--- src/rtl/core_test_sequencer_if.sv ---
// Bundles the core-under-test control/observation signals and the data-memory dump port.
interface core_test_sequencer_if #(
    parameter int DATA_WIDTH = 32,
    parameter int ADDR_WIDTH = 5
);
    logic                  core_rst;
    logic [31:0]           core_pc;
    logic                  dump_en;
    logic [ADDR_WIDTH-1:0] dump_addr;
    logic [DATA_WIDTH-1:0] dump_data;
    logic [DATA_WIDTH-1:0] exp_data;

    modport master (
        output core_rst, dump_en, dump_addr,
        input  core_pc, dump_data, exp_data
    );

    modport slave (
        input  core_rst, dump_en, dump_addr,
        output core_pc, dump_data, exp_data
    );
endinterface

--- src/rtl/core_test_sequencer.sv ---
// Test harness controller: resets the core, runs until PC halt or timeout,
// then scans data memory against an expected image and reports the result.
module core_test_sequencer #(
    parameter int DATA_WIDTH     = 32,
    parameter int MEM_DEPTH      = 32,
    parameter int ADDR_WIDTH     = 5,
    parameter int RESET_CYCLES   = 2,
    parameter int TIMEOUT_CYCLES = 1000,
    parameter int HALT_STABLE    = 4     // must be >= 2
) (
    input  logic                    clk,
    input  logic                    rst,
    input  logic                    start_i,
    core_test_sequencer_if.master   tb_if,
    output logic                    busy_o,
    output logic                    done_o,
    output logic                    pass_o,
    output logic                    timed_out_o,
    output logic [ADDR_WIDTH:0]     fail_count_o,
    output logic [ADDR_WIDTH-1:0]   first_fail_addr_o
);

    typedef enum logic [2:0] {IDLE, RESET, RUN, DUMP, DRAIN, DONE} state_t;

    localparam int RCW = (RESET_CYCLES   > 1) ? $clog2(RESET_CYCLES)   : 1;
    localparam int TCW = (TIMEOUT_CYCLES > 1) ? $clog2(TIMEOUT_CYCLES) : 1;
    localparam int SCW = (HALT_STABLE    > 1) ? $clog2(HALT_STABLE)    : 1;

    localparam logic [RCW-1:0]        RST_LAST  = RCW'(RESET_CYCLES - 1);
    localparam logic [TCW-1:0]        RUN_LAST  = TCW'(TIMEOUT_CYCLES - 1);
    localparam logic [SCW-1:0]        STB_LAST  = SCW'(HALT_STABLE - 2);
    localparam logic [ADDR_WIDTH-1:0] ADDR_LAST = ADDR_WIDTH'(MEM_DEPTH - 1);

    state_t                state_q, state_d;
    logic [RCW-1:0]        rst_cnt_q, rst_cnt_d;
    logic [TCW-1:0]        run_cnt_q, run_cnt_d;
    logic [SCW-1:0]        stable_q, stable_d;
    logic [31:0]           pc_q;
    logic [ADDR_WIDTH-1:0] addr_q, addr_d;
    logic                  cmp_vld_q;
    logic [ADDR_WIDTH-1:0] cmp_addr_q;
    logic [ADDR_WIDTH:0]   fail_q, fail_d;
    logic [ADDR_WIDTH-1:0] first_q, first_d;
    logic                  to_q, to_d;
    logic                  pass_q, pass_d;
    logic                  core_rst_q, dump_en_q, busy_q, done_q;
    logic                  halt, timeout, mismatch;

    // NOTE: every signal gets a default before the case so no path can leave it unassigned and infer a latch.
    always_comb begin
        state_d   = state_q;
        rst_cnt_d = rst_cnt_q;
        run_cnt_d = run_cnt_q;
        stable_d  = stable_q;
        addr_d    = addr_q;
        fail_d    = fail_q;
        first_d   = first_q;
        to_d      = to_q;
        pass_d    = pass_q;
        halt      = 1'b0;
        timeout   = 1'b0;
        mismatch  = cmp_vld_q && (tb_if.dump_data != tb_if.exp_data);

        unique case (state_q)
            IDLE, DONE: begin
                if (start_i) begin
                    state_d   = RESET;
                    rst_cnt_d = '0;
                    fail_d    = '0;
                    first_d   = '0;
                    to_d      = 1'b0;
                    pass_d    = 1'b0;
                end
            end
            RESET: begin
                if (rst_cnt_q == RST_LAST) begin
                    state_d   = RUN;
                    run_cnt_d = '0;
                    stable_d  = '0;
                end else begin
                    rst_cnt_d = rst_cnt_q + 1'b1;
                end
            end
            RUN: begin
                run_cnt_d = run_cnt_q + 1'b1;
                if (tb_if.core_pc == pc_q) begin
                    if (stable_q == STB_LAST) halt = 1'b1;
                    else                      stable_d = stable_q + 1'b1;
                end else begin
                    stable_d = '0;
                end
                timeout = !halt && (run_cnt_q == RUN_LAST);
                if (timeout) to_d = 1'b1;
                if (halt || timeout) begin
                    state_d = DUMP;
                    addr_d  = '0;
                end
            end
            DUMP: begin
                if (addr_q == ADDR_LAST) state_d = DRAIN;
                else                     addr_d  = addr_q + 1'b1;
            end
            DRAIN:   state_d = DONE;
            default: state_d = IDLE;
        endcase

        // Read data lags the issued address by one cycle, so the compare uses the delayed address.
        if (mismatch) begin
            fail_d = fail_q + 1'b1;
            if (fail_q == '0) first_d = cmp_addr_q;
        end
        if (state_q == DRAIN) pass_d = (fail_d == '0) && !to_q;
    end

    // NOTE: sequential state uses non-blocking assignments so all registers update from pre-edge values.
    always_ff @(posedge clk or posedge rst) begin
        if (rst) begin
            state_q    <= IDLE;
            rst_cnt_q  <= '0;
            run_cnt_q  <= '0;
            stable_q   <= '0;
            pc_q       <= '0;
            addr_q     <= '0;
            cmp_vld_q  <= 1'b0;
            cmp_addr_q <= '0;
            fail_q     <= '0;
            first_q    <= '0;
            to_q       <= 1'b0;
            pass_q     <= 1'b0;
            core_rst_q <= 1'b1;
            dump_en_q  <= 1'b0;
            busy_q     <= 1'b0;
            done_q     <= 1'b0;
        end else begin
            state_q    <= state_d;
            rst_cnt_q  <= rst_cnt_d;
            run_cnt_q  <= run_cnt_d;
            stable_q   <= stable_d;
            pc_q       <= tb_if.core_pc;
            addr_q     <= addr_d;
            cmp_vld_q  <= dump_en_q;
            cmp_addr_q <= addr_q;
            fail_q     <= fail_d;
            first_q    <= first_d;
            to_q       <= to_d;
            pass_q     <= pass_d;
            core_rst_q <= (state_d != RUN);
            dump_en_q  <= (state_d == DUMP);
            busy_q     <= (state_d inside {RESET, RUN, DUMP, DRAIN});
            done_q     <= (state_d == DONE);
        end
    end

    assign tb_if.core_rst    = core_rst_q;
    assign tb_if.dump_en     = dump_en_q;
    assign tb_if.dump_addr   = addr_q;
    assign busy_o            = busy_q;
    assign done_o            = done_q;
    assign pass_o            = pass_q;
    assign timed_out_o       = to_q;
    assign fail_count_o      = fail_q;
    assign first_fail_addr_o = first_q;

endmodule

--- src/flat_wrapper.sv ---
// flat-port wrapper written by rule: the top's interface ports become plain ports
module core_test_sequencer_flat 
#(
    parameter int DATA_WIDTH     = 32,
    parameter int MEM_DEPTH      = 32,
    parameter int ADDR_WIDTH     = 5,
    parameter int RESET_CYCLES   = 2,
    parameter int TIMEOUT_CYCLES = 1000,
    parameter int HALT_STABLE    = 4                    
)
  (clk, rst, start_i, busy_o, done_o, pass_o, timed_out_o, fail_count_o, first_fail_addr_o, tb_if_core_rst, tb_if_dump_en, tb_if_dump_addr, tb_if_core_pc, tb_if_dump_data, tb_if_exp_data);
  core_test_sequencer_if #(.DATA_WIDTH(DATA_WIDTH), .ADDR_WIDTH(ADDR_WIDTH)) tb_if_i ();
  input  logic clk;
  input  logic rst;
  input  logic start_i;
  output logic busy_o;
  output logic done_o;
  output logic pass_o;
  output logic timed_out_o;
  output logic [ADDR_WIDTH:0] fail_count_o;
  output logic [ADDR_WIDTH-1:0] first_fail_addr_o;
  output wire logic [$bits(tb_if_i.core_rst)-1:0] tb_if_core_rst;
  output wire logic [$bits(tb_if_i.dump_en)-1:0] tb_if_dump_en;
  output wire logic [$bits(tb_if_i.dump_addr)-1:0] tb_if_dump_addr;
  input wire logic [$bits(tb_if_i.core_pc)-1:0] tb_if_core_pc;
  input wire logic [$bits(tb_if_i.dump_data)-1:0] tb_if_dump_data;
  input wire logic [$bits(tb_if_i.exp_data)-1:0] tb_if_exp_data;
  assign tb_if_core_rst = tb_if_i.core_rst;
  assign tb_if_dump_en = tb_if_i.dump_en;
  assign tb_if_dump_addr = tb_if_i.dump_addr;
  assign tb_if_i.core_pc = tb_if_core_pc;
  assign tb_if_i.dump_data = tb_if_dump_data;
  assign tb_if_i.exp_data = tb_if_exp_data;
  core_test_sequencer #(.DATA_WIDTH(DATA_WIDTH), .MEM_DEPTH(MEM_DEPTH), .ADDR_WIDTH(ADDR_WIDTH), .RESET_CYCLES(RESET_CYCLES), .TIMEOUT_CYCLES(TIMEOUT_CYCLES), .HALT_STABLE(HALT_STABLE)) u_core (.clk(clk), .rst(rst), .start_i(start_i), .tb_if(tb_if_i), .busy_o(busy_o), .done_o(done_o), .pass_o(pass_o), .timed_out_o(timed_out_o), .fail_count_o(fail_count_o), .first_fail_addr_o(first_fail_addr_o));
endmodule
--- config.mk ---
export PLATFORM = sky130hd
export DESIGN_NAME = core_test_sequencer_flat
export DESIGN_NICKNAME = d
export VERILOG_FILES = /design/src/rtl/core_test_sequencer_if.sv /design/src/rtl/core_test_sequencer.sv /design/src/flat_wrapper.sv
export SDC_FILE = /design/constraint.sdc
export NUM_CORES = 1
export LEC_CHECK = 0
export ABC_AREA = 1
export CORE_ASPECT_RATIO = 0.8
export CORE_MARGIN = 2
export CORE_UTILIZATION = 52
export CTS_BUF_LIST = sky130_fd_sc_hd__clkbuf_4
export CTS_CLUSTER_SIZE = 24
export DETAILED_ROUTE_END_ITERATION = 10
export GPL_TIMING_DRIVEN = 0
export PLACE_DENSITY = 0.88
export RECOVER_POWER = 25
export SETUP_SLACK_MARGIN = 0.4
export SLEW_MARGIN = 20
export SYNTH_ARGS = -nofsm -noshare
export SYNTH_HDL_FRONTEND = slang
export SYNTH_SLANG_ARGS = --single-unit
--- constraint.sdc ---
create_clock -name clk -period 4.83 [get_ports clk]
set_input_delay 0.966 -clock clk [delete_from_list [all_inputs] [get_ports clk]]
set_output_delay 0.966 -clock clk [all_outputs]
set_load 0.02 [all_outputs]
==> flow_summary.json, run 1 <==
{
  "final_common_cell": "nand2_1",
  "cp.arrival_ps": 1530,
  "dieArea_um2": 8140,
  "post-route-min-period_ps": 2500,
  "maxSlewViolCount": 0,
  "netlist_area_um2": 3860,
  "finalNetCount": 681,
  "insertion_delay_ps": 420,
  "diodes": 0,
  "worst-path-buf-inv": 1,
  "synth_seq_area_share_pct": 49.3,
  "die_h_um": 81.1,
  "busiest_layer": "met2",
  "p_leak_uw": 0.00245,
  "tritoncts": "yes",
  "skew_ps": 18.1,
  "grt_max_degree": 54,
  "path_max_fanout": 6,
  "finalSetupViolCount": 0,
  "p_clk_share_pct": 15.6,
  "synthCells": 444,
  "cts_buffer_depth": 2,
  "slowest_stage": "clkdlybuf4s50_1",
  "fillers": 564,
  "drcViolationCount": 0,
  "fin_crit_sh_pct": 51.7,
  "die_w_um": 100,
  "p_sw_share_pct": 38.5,
  "worst_setup_path_end_kind": "output pin",
  "hold_path_class": "register to register",
  "crit_family": "buffers and inverters",
  "area_growth_pct": 37.5,
  "h-tree-depth": 3,
  "power_switching_uw": 770,
  "grt_pass1_vias": 3353,
  "antenna_found_initial": 0,
  "firstDrtPassIters": 4,
  "critPathKind": "register to output pin",
  "grt_first_pass_wirelength_mm": 14.3,
  "synth_fp_nets": 549,
  "use_met2_pct": 41.1,
  "hold_viol": 0,
  "clk_pin_slew_worst_paths_ps": 100,
  "internal-power_uw": 1230,
  "avgViaCountPerCell": 4.93,
  "status": "complete, no violations",
  "initial_core_util_pct": 53.0,
  "rows": 28,
  "port_buffers": 120,
  "cts_hold_buf": 0,
  "ys_warn_count": 0,
  "overflow": 0,
  "final_cell_mix": "nand2_1, clkdlybuf4s50_1, dfrtp_1, inv_1, xnor2_1",
  "synth_flop_cell": "dfrtp_1",
  "critical_path.cell_chain": "clkdlybuf4s50_1",
  "timing.fmax_mhz": 401,
  "synth-edff-count": 0,
  "cap_violations": 0,
  "start_kind": "register",
  "cts_num_sinks": 76,
  "cts_setup_buffers": 0,
  "dp.cells": 655,
  "track_usage_pct": 22.5,
  "critical_path_required_ps": 3860,
  "maxSlewHeadroom_pct": 25.5,
  "ys_seq_elements": 76,
  "drtIter0Drc": 213,
  "synthArstFlopShare_pct": 100,
  "post_synth.cell_area_avg_um2": 8.70,
  "stdcell_count": 670,
  "drive_above_1_share_pct": 8.10,
  "grtUsageMet1_pct": 25.7,
  "cts_buffers": 9,
  "io_pins": 121,
  "core_area_um2": 7290,
  "ys_types": 37,
  "antenna_left": 0,
  "max_stage_delay_ps": 650,
  "combPwrFrac_pct": 39.6,
  "cts_resized": 0,
  "power.density_nw_per_um2": 377,
  "rsz0062_at_grt": "false",
  "hpwlAfterDp_mm": 6.92,
  "wl_per_cell_um": 12.8,
  "grtUsageMet3_pct": 6.97,
  "via_count": 3306,
  "tightest_slew_ps": 1110,
  "clockRootBuffer": "clkbuf_4",
  "wirelength_mm": 8.59,
  "pwr-share-seq_pct": 44.8,
  "ir_drop_mv": 0.206,
  "gp_congestion": 0.868,
  "finalSetupTns_ps": 0
}
[stage by stage]
| stage | cell area (um2) | hold WS [ps] | setup slack [ps] | power (uW) | util, % |
|---|---|---|---|---|---|
| after floorplan | 3860 | 430 | 1930 | 1360 | - |
| after global placement | 5170 | 373 | 819 | 1660 | 71.0 |
| after detailed placement | 5200 | 362 | 2020 | 1710 | 71.4 |
| after CTS | 5310 | 387 | 2310 | 2020 | 72.9 |
| after global routing | 5310 | 397 | 2230 | 2150 | 72.9 |
| final | 5310 | 385 | 2330 | 2000 | 72.9 |
[registers in the layout, indices dropped and copies added, names as in the netlist]
name and cells:
u_core.busy_o 1, u_core.cmp_addr_q 5, u_core.cmp_vld_q 1, u_core.done_o 1
u_core.fail_count_o 6, u_core.first_fail_addr_o 5, u_core.pass_o 1, u_core.pc_q 32
u_core.rst_cnt_q 1, u_core.run_cnt_q 10, u_core.stable_q 2, u_core.state_q 3
u_core.tb_if.core_rst 1, u_core.tb_if.dump_addr 5, u_core.tb_if.dump_en 1, u_core.timed_out_o 1
[cell families after synthesis]
family / Yosys count / synth area share [%]
AND/OR/NAND/NOR: 219 / 26.1
flip-flops: 76 / 49.3
buffers and inverters: 60 / 6.03
XOR/XNOR: 51 / 11.6
AO/OA/AOI/OAI: 29 / 4.34
adder cells (fa/ha/maj): 6 / 1.94
multiplexers: 3 / 0.778
[worst paths after layout]
path | depth (start not counted) | from | slack [ps] | endpoint
max | 1 | u_core.tb_if.dump_addr[0]$_DFFE_PP0P_ | 2330 | tb_if_dump_addr[0]
min | 0 | u_core.tb_if.dump_en$_DFF_PP0_ | 390 | u_core.cmp_vld_q$_DFF_PP0_
max reg2reg | 10 | u_core.tb_if.dump_addr[0]$_DFFE_PP0P_ | 2830 | u_core.busy_o$_DFF_PP0_
min reg2reg | 0 | u_core.tb_if.dump_en$_DFF_PP0_ | 390 | u_core.cmp_vld_q$_DFF_PP0_
max in group asynchronous | 3 | rst | 2810 | u_core.tb_if.core_rst$_DFF_PP1_
min in group asynchronous | 2 | rst | 1210 | u_core.pc_q[9]$_DFF_PP0_
[power by group through the flow]
stage	logic, uW	clock network, uW	registers [uW]
floorplan	402	0	963
global placement	764	0	898
detailed placement	800	0	906
CTS	804	322	893
global route	882	355	914
finish	793	312	896
[final cells by class]
cell class	instances	area [um2]	area share [%]
tap	90	113	2.12
clock buffer	10	75.1	1.41
timing repair buffer	121	1230	23.1
sequential	76	1900	35.8
multi-input combinational	308	1730	32.5
inverter	60	234	4.41
clock inverter	5	30.0	0.566
[synth_stat cells (4+ instances only)]
master / instances / area, um2
xnor2_1: 45 / 394
nand2_1: 116 / 435
nor2_2: 5 / 31.3
xor2_1: 6 / 52.6
nand4_1: 4 / 25.0
nand2_2: 9 / 56.3
nand3_1: 26 / 130
dfrtp_1: 75 / 1880
nor2_1: 39 / 146
inv_1: 56 / 210
o21ai_0: 14 / 70.1
ha_1: 6 / 75.1
a21oi_1: 6 / 30.0
[layer usage]
layer / wire (um) / share of wire [%]
met1: 3630 / 42
met2: 4200 / 49
met5: 0 / 0
met3: 611 / 7.1
met4: 151 / 1.8
Note: power is estimated with default switching activity, not from simulation.
==> inputs of run 2 (changes only) <==
--- a/config.mk
+++ b/config.mk
@@ -8,12 +8,12 @@
 export ABC_AREA = 1
 export CORE_ASPECT_RATIO = 0.8
 export CORE_MARGIN = 2
-export CORE_UTILIZATION = 52
+export CORE_UTILIZATION = 48
 export CTS_BUF_LIST = sky130_fd_sc_hd__clkbuf_4
 export CTS_CLUSTER_SIZE = 24
 export DETAILED_ROUTE_END_ITERATION = 10
 export GPL_TIMING_DRIVEN = 0
-export PLACE_DENSITY = 0.88
+export PLACE_DENSITY = 0.82
 export RECOVER_POWER = 25
 export SETUP_SLACK_MARGIN = 0.4
 export SLEW_MARGIN = 20
==> constraint.sdc (replaced) <==
create_clock -name clk -period 2.55 [get_ports clk]
set_input_delay 0.51 -clock clk [delete_from_list [all_inputs] [get_ports clk]]
set_output_delay 0.51 -clock clk [all_outputs]
set_load 0.02 [all_outputs]
==> run 2 against run 1 <==
Compared with the run above:
- flip-flop and latch count did not move
- non-clock buffer count rose by 2
- first-iteration DRC count fell by 19%
- final cell count rose by 3.1%
- global-route usage fell by 0.47 points
- setup slack got worse by 1800 ps
- register-to-register slack got worse by 2200 ps
- total power rose by 100%
- sequential power rose by 91%
- critical path type unchanged
- critical endpoint unchanged
- highest routed layer unchanged
==> flow_summary.json, run 2 (synthesis gave the netlist of run 1 again) <==
{
  "drtIter0Drc": 173,
  "die_w_um": 104,
  "design_area_um2": 5450,
  "port_buffers": 120,
  "skew_ps": 23.2,
  "track_usage_pct": 22.0,
  "dp.cells": 675,
  "cp.arrival_ps": 1550,
  "worst-path-buf-inv": 1,
  "hold_path_class": "register to register",
  "clk_pin_slew_worst_paths_ps": 130,
  "tritoncts": "yes",
  "diodes": 0,
  "cts_buffers": 9,
  "finalSetupViolCount": 0,
  "max_stage_delay_ps": 650,
  "initial_core_util_pct": 49.0,
  "die_h_um": 84.2,
  "wl_per_cell_um": 13.0,
  "cap_violations": 0,
  "drcViolationCount": 0,
  "final_cell_mix": "nand2_1, clkdlybuf4s50_1, dfrtp_1, inv_1, xnor2_1",
  "worst_setup_path_end_kind": "output pin",
  "critical_path.startpoint": "u_core.tb_if.dump_addr[0]$_DFFE_PP0P_",
  "final_common_cell": "nand2_1",
  "rsz0062_at_grt": "false",
  "clockRootBuffer": "clkbuf_4",
  "cts_buffer_depth": 2,
  "timing.fmax_mhz": 486,
  "largest_register_ffs": 32,
  "stdcell_count": 691,
  "grt_pass1_vias": 3449,
  "hold_path_startpoint": "u_core.tb_if.dump_en$_DFF_PP0_",
  "place_area_um2": 5280,
  "io_pins": 121,
  "dieArea_um2": 8780,
  "via_count": 3343,
  "start_kind": "register",
  "hold_viol": 0,
  "total_power_uw": 4040,
  "wirelength_mm": 8.99,
  "antenna_left": 0,
  "cts_setup_buffers": 0,
  "status": "complete, no violations",
  "firstDrtPassIters": 4,
  "antenna_found_initial": 0,
  "fin_crit_sh_pct": 80.8,
  "timing.rr.start": "u_core.tb_if.dump_addr[0]$_DFFE_PP0P_",
  "cts_num_sinks": 76,
  "finalNetCount": 683,
  "finalSetupTns_ps": 0,
  "path_max_fanout": 6,
  "final-seq-area_um2": 1900,
  "hpwlAfterDp_mm": 7.36,
  "fillers": 626,
  "slowest_stage": "clkdlybuf4s50_1",
  "multi_input_area_um2": 1730,
  "cts_resized": 0,
  "critPathKind": "register to output pin",
  "gp_congestion": 0.926,
  "core_area_um2": 7870,
  "critical_path_required_ps": 2040,
  "maxSlewViolCount": 0,
  "grt_first_pass_wirelength_mm": 15.5,
  "maxSlewHeadroom_pct": 56.1,
  "largest_register": "u_core.pc_q",
  "overflow": 0,
  "p_leak_uw": 0.00249,
  "cts_hold_buf": 0,
  "ir_drop_mv": 0.453,
  "drive_above_1_share_pct": 8.58,
  "tightest_slew_ps": 655,
  "post-route-min-period_ps": 2060,
  "avgViaCountPerCell": 4.84,
  "grt_max_degree": 24,
  "power.density_nw_per_um2": 742,
  "insertion_delay_ps": 420,
  "critical_path.cell_chain": "clkdlybuf4s50_1",
  "crit_family": "buffers and inverters",
  "final_util_pct": 69.2,
  "h-tree-depth": 3,
  "area_growth_pct": 41.0,
  "rows": 29
}
## run 2: cell count changes in the layout (fill, tap and decap cells not counted), sizes merged
| cell | before | now |
|---|---|---|
| buf | 1 | 3 |
| bufinv | 0 | 2 |
| clkdlybuf4s50 | 88 | 94 |
| clkinv | 5 | 4 |
| dlygate4sd3 | 32 | 26 |
## run 2: worst paths after layout
kind | end | slack, ps | depth (start not counted)
max | tb_if_dump_addr[0] | 490 | 1
min | u_core.cmp_vld_q$_DFF_PP0_ | 430 | 0
max reg2reg | u_core.busy_o$_DFF_PP0_ | 610 | 10
min reg2reg | u_core.cmp_vld_q$_DFF_PP0_ | 430 | 0
max in group asynchronous | u_core.fail_count_o[1]$_DFF_PP0_ | 1080 | 5
min in group asynchronous | u_core.pc_q[8]$_DFF_PP0_ | 620 | 2
## run 2: area by class of cell
cell class	count	share of cell area (%)
Clock buffer	10	1.38
Timing Repair Buffer	123	23.6
Sequential cell	76	34.9
Tap cell	108	2.48
Multi-Input combinational cell	308	31.7
Clock inverter	6	1.63
Inverter	60	4.30
## run 2: metal layers
layer / part of all wire [%] / up-vias / global-route usage (%) / wire (um)
li1: - / 1664 / - / -
met1: 43 / 1548 / 26.7 / 3840
met4: 1.1 / 0 / 5.28 / 96
met5: 0 / - / 0 / 0
met3: 7.0 / 11 / 7.07 / 625
met2: 49 / 120 / 38.5 / 4430
## run 2: worst register-to-register path: stages, from the launching register on
cell and delay [ps]:
dfrtp_1 480, ha_1 240, and3_1 180, ha_1 200, nor2_2 250, inv_1 140
o221ai_1 90, nor2_1 100, nand3_1 100, nand2_1 50, nand2_1 70
## run 2: per-stage QoR
step	hold slack, ps	setup slack (ps)
5_1_grt	448	411
3_5_place_dp	413	148
3_3_place_gp	409	290
4_1_cts	399	469
6_report	434	491
2_1_floorplan	430	736
## run 2: where the power goes
part	switching [uW]	internal, uW
registers	247	1460
logic	837	675
clock network	408	409
